`config.mk`:
```
export PLATFORM = sky130hd
export DESIGN_NAME = seq_det_param
export DESIGN_NICKNAME = d
export VERILOG_FILES = /design/src/rtl/seq_det_pkg.sv /design/src/rtl/seq_det_hist.sv /design/src/rtl/seq_det_param.sv
export SDC_FILE = /design/constraint.sdc
export NUM_CORES = 1
export LEC_CHECK = 0
export ABC_AREA = 1
export CORE_ASPECT_RATIO = 1.5
export CORE_UTILIZATION = 53
export CTS_CLUSTER_DIAMETER = 40
export DETAILED_ROUTE_END_ITERATION = 6
export PLACE_DENSITY = 0.78
export SETUP_SLACK_MARGIN = 0.2
export SLEW_MARGIN = 20
export SYNTH_ARGS = -nofsm -noshare
export SYNTH_HDL_FRONTEND = slang
export SYNTH_SLANG_ARGS = --single-unit
export TNS_END_PERCENT = 20
```
`constraint.sdc`:
```
create_clock -name clk -period 2.54 [get_ports clk]
set_clock_uncertainty 0.05 [all_clocks]
set_input_delay 0.508 -clock clk [delete_from_list [all_inputs] [get_ports clk]]
set_output_delay 0.508 -clock clk [all_outputs]
set_load 0.02 [all_outputs]
```
`src/rtl/seq_det_pkg.sv`:
```
// Shared types and default sizing for the parameterised serial pattern detector.
// Imported by seq_det_hist and seq_det_param.
package seq_det_pkg;

   localparam int DEF_MAX_LEN = 8;
   localparam int DEF_CNT_W   = 16;

   typedef enum logic [1:0] {
      IDLE  = 2'd0,
      FILL  = 2'd1,
      ARMED = 2'd2
   } state_t;

endpackage

```
`src/rtl/seq_det_hist.sv`:
```
// History shift register, saturating fill counter and length-masked pattern compare.
// Raises match combinationally on the edge that would accept the final pattern bit.
module seq_det_hist
   import seq_det_pkg::*;
#(
   parameter int MAX_LEN = DEF_MAX_LEN,
   parameter int LEN_W   = $clog2(MAX_LEN + 1)
) (
   input  logic               clk,
   input  logic               reset,
   input  logic               clear,
   input  logic               shift,
   input  logic               overlap,
   input  logic               data_in,
   input  logic [MAX_LEN-1:0] pattern,
   input  logic [LEN_W-1:0]   len,
   output logic               match,
   output logic               ready
);

   logic [MAX_LEN-1:0] hist_r;
   logic [MAX_LEN-1:0] hist_nxt_s;
   logic [MAX_LEN-1:0] mask_s;
   logic [LEN_W-1:0]   fill_r;
   logic [LEN_W-1:0]   fill_nxt_s;

   // Next-state view of history/fill and the compare against the low len bits.
   always_comb begin
      hist_nxt_s = {hist_r[MAX_LEN-2:0], data_in};
      if (fill_r == LEN_W'(MAX_LEN)) begin
         fill_nxt_s = fill_r;
      end else begin
         fill_nxt_s = fill_r + LEN_W'(1);
      end
      mask_s = {MAX_LEN{1'b0}};
      for (int i = 0; i < MAX_LEN; i++) begin
         mask_s[i] = (i < int'(len));
      end
      ready = shift && (len != {LEN_W{1'b0}}) && (fill_nxt_s >= len);
      match = ready && (((hist_nxt_s ^ pattern) & mask_s) == {MAX_LEN{1'b0}});
   end

   // History and fill registers; non-overlap matches restart the fill count.
   always_ff @(posedge clk or posedge reset) begin
      if (reset) begin
         hist_r <= {MAX_LEN{1'b0}};
         fill_r <= {LEN_W{1'b0}};
      end else if (clear) begin
         hist_r <= {MAX_LEN{1'b0}};
         fill_r <= {LEN_W{1'b0}};
      end else if (shift) begin
         hist_r <= hist_nxt_s;
         if (match && !overlap) begin
            fill_r <= {LEN_W{1'b0}};
         end else begin
            fill_r <= fill_nxt_s;
         end
      end else begin
         hist_r <= hist_r;
         fill_r <= fill_r;
      end
   end

endmodule

```
`src/rtl/seq_det_param.sv`:
```
// Configurable serial pattern detector with overlap/non-overlap modes and a registered pulse.
// Define SEQ_DET_MATCH_CNT_EN to add the saturating match_count output.
module seq_det_param
   import seq_det_pkg::*;
#(
   parameter int MAX_LEN = DEF_MAX_LEN,
   parameter int CNT_W   = DEF_CNT_W,
   parameter int LEN_W   = $clog2(MAX_LEN + 1)
) (
   input  logic               clk,
   input  logic               reset,
   input  logic               data_valid,
   input  logic               data_in,
   input  logic               cfg_we,
   input  logic [MAX_LEN-1:0] cfg_pattern,
   input  logic [LEN_W-1:0]   cfg_len,
   input  logic               cfg_overlap,
`ifdef SEQ_DET_MATCH_CNT_EN
   output logic [CNT_W-1:0]   match_count,
`endif
   output logic               detected
);

   if (MAX_LEN < 2 || MAX_LEN > 32 || CNT_W < 1) begin : g_param_check
      $error("seq_det_param: MAX_LEN must be 2..32 and CNT_W at least 1");
   end

   state_t             state_r;
   logic [MAX_LEN-1:0] pattern_r;
   logic [LEN_W-1:0]   len_r;
   logic               overlap_r;
   logic               detected_r;
   logic [LEN_W-1:0]   len_clamp_s;
   logic               shift_s;
   logic               match_s;
   logic               ready_s;

   // Oversized lengths collapse to the full history width.
   always_comb begin
      if (cfg_len > LEN_W'(MAX_LEN)) begin
         len_clamp_s = LEN_W'(MAX_LEN);
      end else begin
         len_clamp_s = cfg_len;
      end
   end

   // A configuration write swallows any data bit presented in the same cycle.
   assign shift_s = data_valid && !cfg_we;

   seq_det_hist #(
      .MAX_LEN (MAX_LEN),
      .LEN_W   (LEN_W)
   ) u_hist (
      .clk     (clk),
      .reset   (reset),
      .clear   (cfg_we),
      .shift   (shift_s),
      .overlap (overlap_r),
      .data_in (data_in),
      .pattern (pattern_r),
      .len     (len_r),
      .match   (match_s),
      .ready   (ready_s)
   );

   // Control FSM, latched configuration and the registered detect pulse.
   always_ff @(posedge clk or posedge reset) begin
      if (reset) begin
         state_r    <= IDLE;
         pattern_r  <= {MAX_LEN{1'b0}};
         len_r      <= {LEN_W{1'b0}};
         overlap_r  <= 1'b1;
         detected_r <= 1'b0;
      end else if (cfg_we) begin
         pattern_r  <= cfg_pattern;
         len_r      <= len_clamp_s;
         overlap_r  <= cfg_overlap;
         detected_r <= 1'b0;
         if (len_clamp_s == {LEN_W{1'b0}}) begin
            state_r <= IDLE;
         end else begin
            state_r <= FILL;
         end
      end else begin
         detected_r <= match_s;
         if (data_valid) begin
            case (state_r)
               IDLE: begin
                  state_r <= IDLE;
               end
               FILL: begin
                  if (ready_s && !(match_s && !overlap_r)) begin
                     state_r <= ARMED;
                  end else begin
                     state_r <= FILL;
                  end
               end
               ARMED: begin
                  if (match_s && !overlap_r) begin
                     state_r <= FILL;
                  end else begin
                     state_r <= ARMED;
                  end
               end
               default: begin
                  state_r <= IDLE;
               end
            endcase
         end else begin
            state_r <= state_r;
         end
      end
   end

   assign detected = detected_r;

`ifdef SEQ_DET_MATCH_CNT_EN
   logic [CNT_W-1:0] cnt_r;

   // Saturating match counter, cleared with each new configuration.
   always_ff @(posedge clk or posedge reset) begin
      if (reset) begin
         cnt_r <= {CNT_W{1'b0}};
      end else if (cfg_we) begin
         cnt_r <= {CNT_W{1'b0}};
      end else if (match_s && (cnt_r != {CNT_W{1'b1}})) begin
         cnt_r <= cnt_r + {{(CNT_W-1){1'b0}}, 1'b1};
      end else begin
         cnt_r <= cnt_r;
      end
   end

   assign match_count = cnt_r;
`endif

endmodule

```
=== After elaboration in Yosys (flattened, before gate mapping) ===
Cells that the tools add are included.
W data, S select, Z words.

* Order comparisons: 10
* Bitwise operators: 2
* $add $sub $neg: 1
* Reduce and logical (&&, ||, !) cells: 10
* Equal/unequal tests: 1
* Mux-type cells: 8

{| class="wikitable"
|+ Operator list
! cell !! count
|-
| $mux W4 || 5
|-
| $lt A3 B4 Y1 const A || 4
|-
| $mux W7 || 2
|-
| $and A8 B8 Y8 || 1
|-
| $logic_not A8 Y1 || 1
|-
| $lt A1 B4 Y1 const A || 2
|-
| $lt A2 B4 Y1 const A || 2
|-
| $xor A8 B8 Y8 || 1
|-
| $logic_and A1 B1 Y1 || 5
|-
| $add A4 B1 Y4 const B || 1
|-
| $eq A4 B4 Y1 const B || 1
|-
| $ge A4 B4 Y1 || 1
|-
| $gt A4 B4 Y1 const B || 1
|-
| $reduce_bool A4 Y1 || 1
|-
| $logic_not A1 Y1 || 2
|-
| $reduce_bool A2 Y1 || 1
|-
| $mux W1 || 1
|}

* Input bits: 18
* Output and inout bits: 1
* Word-level logic and storage cells: 38
* Flip-flop bits (word level): 25

=== Longest topological paths before layout ===
Gate-level depths: netlist (run 1).

* Depth after elaboration: 9
* Depth in mapped cells: 15
* Depth with buffers taken out: 15

=== Cells and area by module ===
A second synthesis (run 1) with hierarchy kept.

* Cell total of the unflattened synthesis: 205
* Area total of the unflattened synthesis: 1,511.4 um^2

{| class="wikitable"
|+ Modules (own cells, without submodules)
! module !! sequential area each (um^2) !! cells an instance !! area an instance (um^2) !! times used
|-
| seq_det_hist || 275.3 || 142 || 925.9 || 1
|-
| seq_det_param || 351.6 || 63 || 585.6 || 1
|}

=== Least setup slack after synthesis (run 1) ===
OpenSTA, ideal clock, no wires.

* Path kind: register to register
* Start: register u_hist.fill_r[0]
* End: register u_hist.fill_r[0]
* Arrival: 1.707 ns
* Period minus slack after synthesis: 1.874 ns
* Library setup time: 0.117 ns
* Path buffers: 0
* Setup slack: 0.666 ns
* Required time: 2.373 ns
* Cell stages (with the launch flop): 16
* Path through: dfrtp_1 -> inv_1 -> ha_1 -> nand2_1 -> nor2_1 -> xor2_1 -> ha_1 -> inv_1 -> nand2_1 -> nand2_1 -> nand2_1 -> nand2_1 -> a21oi_2 -> nand4_2 -> nand2_1 -> nand2_1

* Longest elaborated chain between the ends: 9
* Elaborated cells on any way between the ends: 10
* Those cells by class: add/sub (1); order compare (1); eq/ne (1); mux (4); reduce/logical (3)

{| class="wikitable"
|+ Ends and longest elaborated chain
! element !! line !! text
|-
| start: declaration || seq_det_hist.sv:24 || <nowiki>logic [LEN_W-1:0] fill_r;</nowiki>
|-
| start signal: assignment || seq_det_hist.sv:47 || <nowiki>fill_r <= {LEN_W{1'b0}};</nowiki>
|-
| start signal: assignment || seq_det_hist.sv:50 || <nowiki>fill_r <= {LEN_W{1'b0}};</nowiki>
|-
| start signal: assignment || seq_det_hist.sv:54 || <nowiki>fill_r <= {LEN_W{1'b0}};</nowiki>
|-
| $add A4 B1 Y4 / $eq A4 B4 Y1 (equally long branches) || seq_det_hist.sv:33, seq_det_hist.sv:30 ||
|-
| $mux W4 * || seq_det_hist.sv:30 || <nowiki>if (fill_r == LEN_W'(MAX_LEN)) begin</nowiki>
|-
| $ge A4 B4 Y1 || seq_det_hist.sv:39 || <nowiki>ready = shift && (len != {LEN_W{1'b0}}) && (fill_nxt_s >= len);</nowiki>
|-
| $logic_and A1 B1 Y1 || seq_det_hist.sv:39 ||
|-
| $logic_and A1 B1 Y1 || seq_det_hist.sv:40 || <nowiki>match = ready && (((hist_nxt_s ^ pattern) & mask_s) == {MAX_LEN{1'b0}});</nowiki>
|-
| $logic_and A1 B1 Y1 || seq_det_hist.sv:53 || <nowiki>if (match && !overlap) begin</nowiki>
|-
| $mux W4 * || seq_det_hist.sv:53 ||
|-
| $mux W4 * || seq_det_hist.sv:51 || <nowiki>end else if (shift) begin</nowiki>
|-
| $mux W4 * || seq_det_hist.sv:48 || <nowiki>end else if (clear) begin</nowiki>
|}

Mark *: on every way between the ends. The rest lies on a longest branch, timed or not. The select of a mux whose other input is x is not followed.
A chain may end at the register's enable or synchronous reset.

=== Worst setup path after layout (run 1) ===
* Start: register u_hist.fill_r[0]
* End: register u_hist.fill_r[3]

The elaborated chain is that of the path after synthesis.

==> impl_metrics.ini, run 1 <==
[placement]
port-buffer-count = 18
gpl.final_weighted_congestion = 0.850
dp_hpwl_um = 2230
pre_cts_ws_ns = 0.413

[cts]
worst_skew_pair.late_latency_ns = 0.31
worst_setup_hold_path_clk_slew_ns = 0.12
cts_htree_levels = 1
post_cts_resized = 0
tritoncts_clock_tree = built
post_cts.repair.setup_buffers = 0
ctsRootBufferMaster = clkbuf_4
tritoncts_buffer_count = 3
holdBufCountCts = 0
max-clock-path-buffers = 2
cts.sinks = 25

[logic_synthesis]
yosys-top-cells-count = nand2_1, inv_1, dfrtp_1, o21ai_0, nor2_1
gate_count_post_synth = 178
synth.cell_area_mm2 = 0.00134
synth-main-ff-cell = dfrtp_1
synth_area_per_cell_um2 = 7.54
synthSimpleGateAreaFrac = 0.258
postSynthRegisterBits = 25
synth_area_leaders = dfrtp_1, nand2_1, inv_1
synth_top_area_frac = 0.448
yosys-mux-area-fraction = 0
synthesized_area_fraction_occupied_by_adder_cells = 0.0560
synth_area_in_xor_xnor = 0.0196
synthMostInstantiatedCell = nand2_1
synth_top_family_by_area = simple AND/OR/NAND/NOR gates
synth_edf_count = 0
synth_warn = 0
synth-compound-area-share = 0.0942
postSynth.asyncResetShare = 1.00
mappedNetlistNets = 202
synth.largest_area_cell = dfrtp_1
yosysSeqAreaShare = 0.467
distinct_cell_type_count_of_the_synthesized_netlist = 19

[routing]
avgRoutedWirePerCell_um = 12.3
drt_iter0_markers = 25
routed_wirelength_um = 2750
post-route-drc-count = 0
detailroute.via_count = 1151
drt_pass1_iterations = 4
antenna_violating_nets_post_route = 0
route.detailed.vias_per_inst = 5.16

[pwr]
worst_ir_drop_vdd_uv = 348
power-per-cell-area_mw_per_mm2 = 477
p_leak_uw = 0.000826

[worst_setup_path]
timing.critical_path.max_delay_family = simple AND/OR/NAND/NOR gates
worst_setup_path_end_kind = register
crit_path_start_kind = register
required_ns = 2.70
buf_inv_stages_crit_path = 2
critical_path_arrival_ns = 2.28
cp_slowest_cell = dfrtp_1
worstPathMaxFanout = 5
cpMostUsedCell = nand2_1
crit_path_max_incr_delay_ns = 0.46
setup.worst_path.class = reg2reg
timing.critical_path.cells = inv_1 > ha_1 > nand2_1 > nor2_1 > xor2_1 > ha_1 > inv_1 > nand2_1 > nand2_1 > nand2_1 > nand2_1 > a21oi_2 > nand4_2 > nand2_1 > nand2_1

[grt]
first_global_vias = 1170
maximum_number_of_pins_on_one_net_before_global_route_repair = 17
global_route.overflow_total = 0
grt_pass1_wl_um = 4810
antenna_found_initial = 0
grtUsageTotal = 0.232

[hold_path]
holdCritPathClass = reg2reg

[timing]
totalNegativeSetupSlack_ns = 0
layout_setup_ws_ns = 0.420
final_min_period_over_clock_period = 0.835
timing_hold_violations_final = 0
fmax_ghz = 0.472
setup_viol = 0
relSlewSlack = 0.589
maxSlewViolCount = 0
setup_repair_after_global_routing_missed_its_margin = false
final.min_clock_period_ns = 2.12
max_slew.worst_pin.slew_ns = 0.615

[die]
floorplan.die.width_um = 43.1
io-pin-count = 19
coreArea_mm2 = 0.00242
dieArea_mm2 = 0.00274
num_rows = 22
starting_density_of_the_core = 0.554
die-height_um = 63.6

[cells_and_area]
regArea_um2 = 627
area_growth_syn_to_layout_pct = 17.8
multi_input_comb_area_um2 = 574
post_route_cells_drive_above_1_share = 0.0553
antennaDiodeCount = 0
final_nets = 224
layout.filler_cells = 222

[run_status]
outcome = completed

[run]
max_capacitance_violation_count = 0
==> worst min-delay path, cell delays in order, from the launching register on <==
cell     delay, ns
dfrtp_1       0.40
nand2_1       0.06
nand2_1       0.05
==> registers in the layout (all words and copies together) (netlist names) <==
register and count:
u_hist.fill_r 4, u_hist.hist_r 7, len_r 4, detected 1
pattern_r 8, overlap_r 1
==> power by group <==
group / internal [uW] / switching, uW
combinational: 63.4 / 80.9
sequential: 422 / 18.7
clock: 61.3 / 108
==> cells by family after synthesis <==
logic type	after synthesis
buffers and inverters	37
xor gates and xnor gates	3
adders and majority gates	6
AOI/OAI and AO/OA	22
and+or+nand+nor	85
DFF	25
==> cells in the final DEF (no fill, tap or decap) <==
master and count:
nand2_1 63, inv_1 34, dfrtp_1 24, clkdlybuf4s50_1 18, o21ai_0 11, nor2_1 10, nand3_1 8, o22ai_1 7
ha_1 6, clkbuf_4 3, a21oi_1 2, nor2_2 2, xor2_1 2, buf_4 2, a21oi_2 1, xnor2_1 1
nand4_2 1, a22o_1 1, and3_2 1, clkbuf_1 1, dfstp_2 1
==> final cells by class <==
cell class,instances,area share
inverter,34,0.0808
clock buffer,4,0.0166
tap,24,0.0190
timing repair buffer,20,0.124
sequential,25,0.397
multi-input combinational,116,0.363
==> per-stage QoR <==
step           power, uW  std cells   util  hold slack [ns]  instance area [um^2]
6_report             754        223  0.652            0.483                  1580
5_1_grt              808        223  0.652            0.539                  1580
4_1_cts              763        223  0.652            0.494                  1580
3_5_place_dp         594        219  0.642            0.466                  1550
3_3_place_gp         586        219  0.642            0.461                  1550
2_1_floorplan        536        178      -            0.413                  1340
==> layer usage <==
metal	part of all wire	track usage	vias to the layer above
li1	-	-	587
met1	0.40	0.250	533
met2	0.55	0.434	23
met3	0.033	0.0344	8
met4	0.019	0.0909	0
met5	0	0	-
==> path summary, 6_finish.rpt <==
check                                        startpoint                           end  slack, ns  cells after the start
setup / recovery           u_hist.fill_r[0]$_DFFE_PP0P_  u_hist.fill_r[3]$_DFFE_PP0P_       0.42                     15
hold / removal                 pattern_r[3]$_DFFE_PP0P_      pattern_r[3]$_DFFE_PP0P_       0.48                      2
setup reg to reg           u_hist.fill_r[0]$_DFFE_PP0P_  u_hist.fill_r[3]$_DFFE_PP0P_       0.42                     15
hold reg to reg                pattern_r[3]$_DFFE_PP0P_      pattern_r[3]$_DFFE_PP0P_       0.48                      2
max in group asynchronous                         reset  u_hist.hist_r[6]$_DFFE_PP0P_       1.36                      3
min in group asynchronous                         reset            detected$_DFF_PP0_       0.51                      2
Note: power is estimated with default switching activity, not from simulation.
==> inputs of run 2 (changes only) <==
clock period = 2 ns   (was 2.54 ns; I/O delays follow)
==> run 2 against run 1 <==
Effect of this change:
- the flow now finishes with violations (negative setup slack)
- worst hold slack lost 0.12 ns
- maximum frequency grew 5.6%
- final cell count grew 1.8%
- largest cell class unchanged
==> impl_metrics.ini, run 2 (synthesis gave the netlist of run 1 again) <==
[timing]
setup_viol = 1
relSlewSlack = 0.776
final_min_period_over_clock_period = 1.00
final.min_clock_period_ns = 2.01
maxSlewViolCount = 0
setup_repair_after_global_routing_missed_its_margin = true
timing_hold_violations_final = 0
max_slew.worst_pin.slew_ns = 0.335
fmax_ghz = 0.498
layout_setup_ws_ns = -0.00767
totalNegativeSetupSlack_ns = -0.00767

[routing]
route.detailed.vias_per_inst = 5.19
avgRoutedWirePerCell_um = 12.6
post-route-drc-count = 0
drt_pass1_iterations = 4
routed_wirelength_um = 2870
detailroute.via_count = 1178
antenna_violating_nets_post_route = 0
drt_iter0_markers = 32

[hold_path]
holdCritPathClass = in2async

[worst_setup_path]
cpMostUsedCell = nand2_1
setup.worst_path.start = u_hist.fill_r[0]$_DFFE_PP0P_
crit_path_max_incr_delay_ns = 0.42
critical_path_arrival_ns = 2.17
crit_path_start_kind = register
worst_r2r_endpoint = u_hist.fill_r[1]$_DFFE_PP0P_
timing.critical_path.cells = buf_4 > ha_2 > nand3_1 > o21ai_2 > ha_1 > nand2_1 > inv_1 > nand2_1 > a21oi_2 > nand4_2 > nand2_1 > nand2_1
crit-reg2reg-launch = u_hist.fill_r[0]$_DFFE_PP0P_
worst_setup_path_end_kind = register
required_ns = 2.16
worstPathMaxFanout = 4
setup.worst_path.class = reg2reg
worst-r2r-setup-slack_ns = -0.008
worst_setup_path_endpoint = u_hist.fill_r[1]$_DFFE_PP0P_
cp_slowest_cell = dfrtp_1
worstRegToRegCells = 12

[die]
io-pin-count = 19
coreArea_mm2 = 0.00242
floorplan.die.width_um = 43.1
die-height_um = 63.6
starting_density_of_the_core = 0.554
num_rows = 22
dieArea_mm2 = 0.00274

[placement]
gpl.final_weighted_congestion = 0.824
port-buffer-count = 18
placedInstanceArea_mm2 = 0.00158
dp_hpwl_um = 2200

[grt]
grt_pass1_wl_um = 4750
antenna_found_initial = 0
global_route.overflow_total = 0
first_global_vias = 1177
maximum_number_of_pins_on_one_net_before_global_route_repair = 26
grtUsageTotal = 0.229

[cts]
worst_setup_hold_path_clk_slew_ns = 0.12
ctsRootBufferMaster = clkbuf_4
max-clock-path-buffers = 2
holdBufCountCts = 0
tritoncts_clock_tree = built
worst_skew_pair.late_latency_ns = 0.31
cts.sinks = 25
cts_htree_levels = 1
tritoncts_buffer_count = 3

[cells_and_area]
antennaDiodeCount = 0
largestRegisters = pattern_r (8), u_hist.hist_r (7)
most-common-layout-cells = nand2_1, inv_1, dfrtp_1
post_route_cells_drive_above_1_share = 0.118
area_growth_syn_to_layout_pct = 24.4
largest-register = pattern_r
final_design_area_no_fill_mm2 = 0.00167
largest_reg_flops = 8
final_nets = 228
layout.core_utilization = 0.689
final_common_cell = nand2_1

[pwr]
worst_ir_drop_vdd_uv = 443
power-per-cell-area_mw_per_mm2 = 590
p_leak_uw = 0.000860

[run_status]
outcome = finished with violations
failed_checks = negative setup slack

[run]
max_capacitance_violation_count = 0
## run 2: changes by cell type in the layout (fill, tap and decap cells not counted), moves of 2 or more
cell   before  now
buf_4       2    5
inv_2       0    2
ha_1        6    4
inv_1      34   32
## run 2: where the power goes
part | switching (uW) | total, uW | internal, uW
Sequential | 21.4 | 557 | 535
Clock | 138 | 216 | 77.9
Combinational | 115 | 213 | 97.4
## run 2: final cells by class
class,count,area [um^2]
Multi-Input combinational cell,116,621
Inverter,34,128
Timing Repair Buffer,24,238
Fill cell,204,753
Tap cell,24,30.0
Sequential cell,25,627
Clock buffer,4,26.3
## run 2: repair_timing
item / 4_1_cts / 5_1_grt
pin swaps: 7 / 9
resized for setup: 9 / 4
endpoints found under the setup margin: 5 / 5
buffers inserted: 2 / 0
## run 2: layer usage
layer | vias up | GRT usage | part of all wire
met1 | 558 | 0.241 | 0.38
met4 | 0 | 0.0682 | 0.017
li1 | 595 | - | -
met2 | 17 | 0.455 | 0.58
met3 | 8 | 0.0201 | 0.016
met5 | - | 0 | 0
## run 2: how the worst min path moves through the flow
stage	cells past startpoint	to	slack [ns]	from
4_1_cts	3	pattern_r[4]$_DFFE_PP0P_	0.37	reset
5_1_grt	3	pattern_r[4]$_DFFE_PP0P_	0.39	reset
6_report	3	detected$_DFF_PP0_	0.37	reset
2_1_floorplan	1	detected$_DFF_PP0_	0.38	reset
3_5_place_dp	2	overlap_r$_DFFE_PP1P_	0.46	overlap_r$_DFFE_PP1P_
3_3_place_gp	2	pattern_r[3]$_DFFE_PP0P_	0.46	pattern_r[3]$_DFFE_PP0P_
## run 2: per-stage QoR
step                      setup WS [ns]  power (uW)  std cells  hold WS (ns)
after CTS                       0.00183         991        227         0.371
after floorplan                   0.126         681        178         0.377
after global routing            -0.0904        1040        227         0.389
after global placement           0.0923         751        221         0.459
final                          -0.00767         985        227         0.368
after detailed placement        -0.0243         762        221         0.458
## run 2: worst max-delay path, delay by kind of cell, from the launching register on
family	cells	cell delay, ns
AND/OR/NAND/NOR	6	0.51
adder cells (fa/ha/maj)	2	0.48
buffers and inverters	2	0.21
AO/OA/AOI/OAI	2	0.24
flip-flops	1	0.42
==> inputs of run 3 (changes only) <==
CORE_UTILIZATION = 61   (was 53)
DONT_BUFFER_PORTS = 1   (was default)
PLACE_DENSITY = 0.77   (was 0.78)
==> run 3 against run 2 <==
Effect of this change:
- the run still ends with negative setup slack left
- design area is 15% lower
- non-clock buffer count is 20 lower
- die area is 13% lower
- register-to-register slack worse by 0.02 ns
- utilization is 0.30 points higher
- sequential share of layout area is 6.6 points higher
- critical path type unchanged
==> impl_metrics.ini, run 3 (synthesis gave the netlist of run 1 again) <==
[run_status]
outcome = finished with violations
failed_checks = negative setup slack

[worst_setup_path]
timing.critical_path.max_delay_family = simple AND/OR/NAND/NOR gates
worstPathMaxFanout = 4
crit_path_max_incr_delay_ns = 0.38
crit_path_start_kind = register
timing.critical_path.cells = inv_1 > ha_1 > nand2_2 > nor2_2 > xor2_1 > ha_1 > inv_1 > nand2_1 > nand2_1 > nand2_1 > nand2_1 > a21oi_2 > nand4_2 > nand2_1 > nand2_1
setup.worst_path.class = reg2reg
cp_slowest_cell = dfrtp_1
required_ns = 2.18
worst_setup_path_end_kind = register
critical_path_arrival_ns = 2.21
buf_inv_stages_crit_path = 2
cpMostUsedCell = nand2_1

[routing]
detailroute.via_count = 1071
avgRoutedWirePerCell_um = 12.6
drt_pass1_iterations = 6
drt_iter0_markers = 18
route.met3.wl_um = 49
routed_wirelength_um = 2570
antenna_violating_nets_post_route = 0
post-route-drc-count = 0
met2_wl_um = 1450
routed.top_layer = met4
met1Wirelength_um = 1020
route.detailed.vias_per_inst = 5.22

[cells_and_area]
area_growth_syn_to_layout_pct = 5.88
largest_reg_flops = 8
final_design_area_no_fill_mm2 = 0.00142
largest-register = pattern_r
layout.core_utilization = 0.692
layout.filler_cells = 176
final_nets = 208
multi_input_comb_area_um2 = 579
post_route_cells_drive_above_1_share = 0.0765
regArea_um2 = 627
largestRegisters = pattern_r (8), u_hist.hist_r (7)
most-common-layout-cells = nand2_1, inv_1, dfrtp_1
antennaDiodeCount = 0
final_common_cell = nand2_1

[die]
starting_density_of_the_core = 0.654
num_rows = 20
floorplan.die.width_um = 40.3
io-pin-count = 19
dieArea_mm2 = 0.00239
die-height_um = 59.4
coreArea_mm2 = 0.00205

[pwr]
seq_power_share = 0.594
netSwitchingPower_uw = 266
clkPwrFrac = 0.241
p_leak_uw = 0.000766
worst_ir_drop_vdd_uv = 625
power_uw = 936
swShare = 0.284
power.internal_uw = 670
comb_power_share = 0.165
power-per-cell-area_mw_per_mm2 = 659

[timing]
fmax_ghz = 0.493
final_min_period_over_clock_period = 1.01
relSlewSlack = 0.722
timing_hold_violations_final = 0
setup_repair_after_global_routing_missed_its_margin = true
setup_viol = 4
totalNegativeSetupSlack_ns = -0.0990
maxSlewViolCount = 0
hold_slack_ns = 0.0904
layout_setup_ws_ns = -0.0269
max_slew.worst_pin.slew_ns = 0.416
final.min_clock_period_ns = 2.03

[placement]
placedInstanceArea_mm2 = 0.00136
port-buffer-count = 0
gpl.final_weighted_congestion = 0.792
dp_hpwl_um = 2030

[cts]
worst_setup_hold_path_clk_slew_ns = 0.13
ctsRootBufferMaster = clkbuf_4
cts.sinks = 25
cts_htree_levels = 1
tritoncts_buffer_count = 3
tritoncts_clock_tree = built
worst_skew_pair.late_latency_ns = 0.32
max-clock-path-buffers = 2

[grt]
grt_pass1_wl_um = 4150
first_global_vias = 1046
grtUsageTotal = 0.250
antenna_found_initial = 0
maximum_number_of_pins_on_one_net_before_global_route_repair = 23
global_route.overflow_total = 0

[hold_path]
holdCritPathClass = in2reg

[run]
max_capacitance_violation_count = 0
==> run 3: cell types whose count changed in the layout (fill, tap and decap cells not counted), sizes merged <==
cell and change:
clkdlybuf4s50 -18, buf -3, dlygate4sd3 +1
==> run 3: power groups by stage <==
stage               Combinational (uW)  Sequential (uW)  Clock [uW]
floorplan                          118              562           0
global placement                   137              567           0
detailed placement                 145              569           0
CTS                                155              556         231
global route                       178              560         244
finish                             154              556         226
==> run 3: routing by layer <==
metal	global-route usage	vias to the layer above
li1	-	556
met1	0.266	495
met2	0.475	14
met3	0.0226	6
met4	0.0857	0
met5	0	-
==> run 3: stage by stage <==
step | std cells | setup WS [ns]
global placement | 198 | 0.0476
finish | 205 | -0.0269
global route | 205 | -0.187
floorplan | 178 | 0.126
CTS | 205 | -0.00100
detailed placement | 198 | -0.0861
==> run 3: layout make-up <==
| cell class | count | share of cell area |
|---|---|---|
| sequential | 25 | 0.441 |
| timing repair buffer | 4 | 0.0229 |
| inverter | 34 | 0.0899 |
| clock buffer | 4 | 0.0185 |
| tap | 22 | 0.0194 |
| multi-input combinational | 116 | 0.408 |
==> run 3: final timing paths <==
path | slack, ns | endpoint | cells past startpoint | from
max | -0.03 | u_hist.fill_r[0]$_DFFE_PP0P_ | 15 | u_hist.fill_r[0]$_DFFE_PP0P_
min | 0.09 | overlap_r$_DFFE_PP1P_ | 1 | cfg_we
max reg2reg | -0.03 | u_hist.fill_r[0]$_DFFE_PP0P_ | 15 | u_hist.fill_r[0]$_DFFE_PP0P_
min reg2reg | 0.48 | overlap_r$_DFFE_PP1P_ | 2 | overlap_r$_DFFE_PP1P_
max in group asynchronous | 0.91 | pattern_r[3]$_DFFE_PP0P_ | 3 | reset
min in group asynchronous | 0.44 | u_hist.fill_r[1]$_DFFE_PP0P_ | 2 | reset
==> run 3: repair_timing <==
item,in CTS,in global routing
gates cloned,0,0
setup buffers,2,0
hold buffers,1,0
resized for setup,0,2
endpoints found under the setup margin,5,5
endpoints found under the hold margin,9,0
pin swaps,1,0
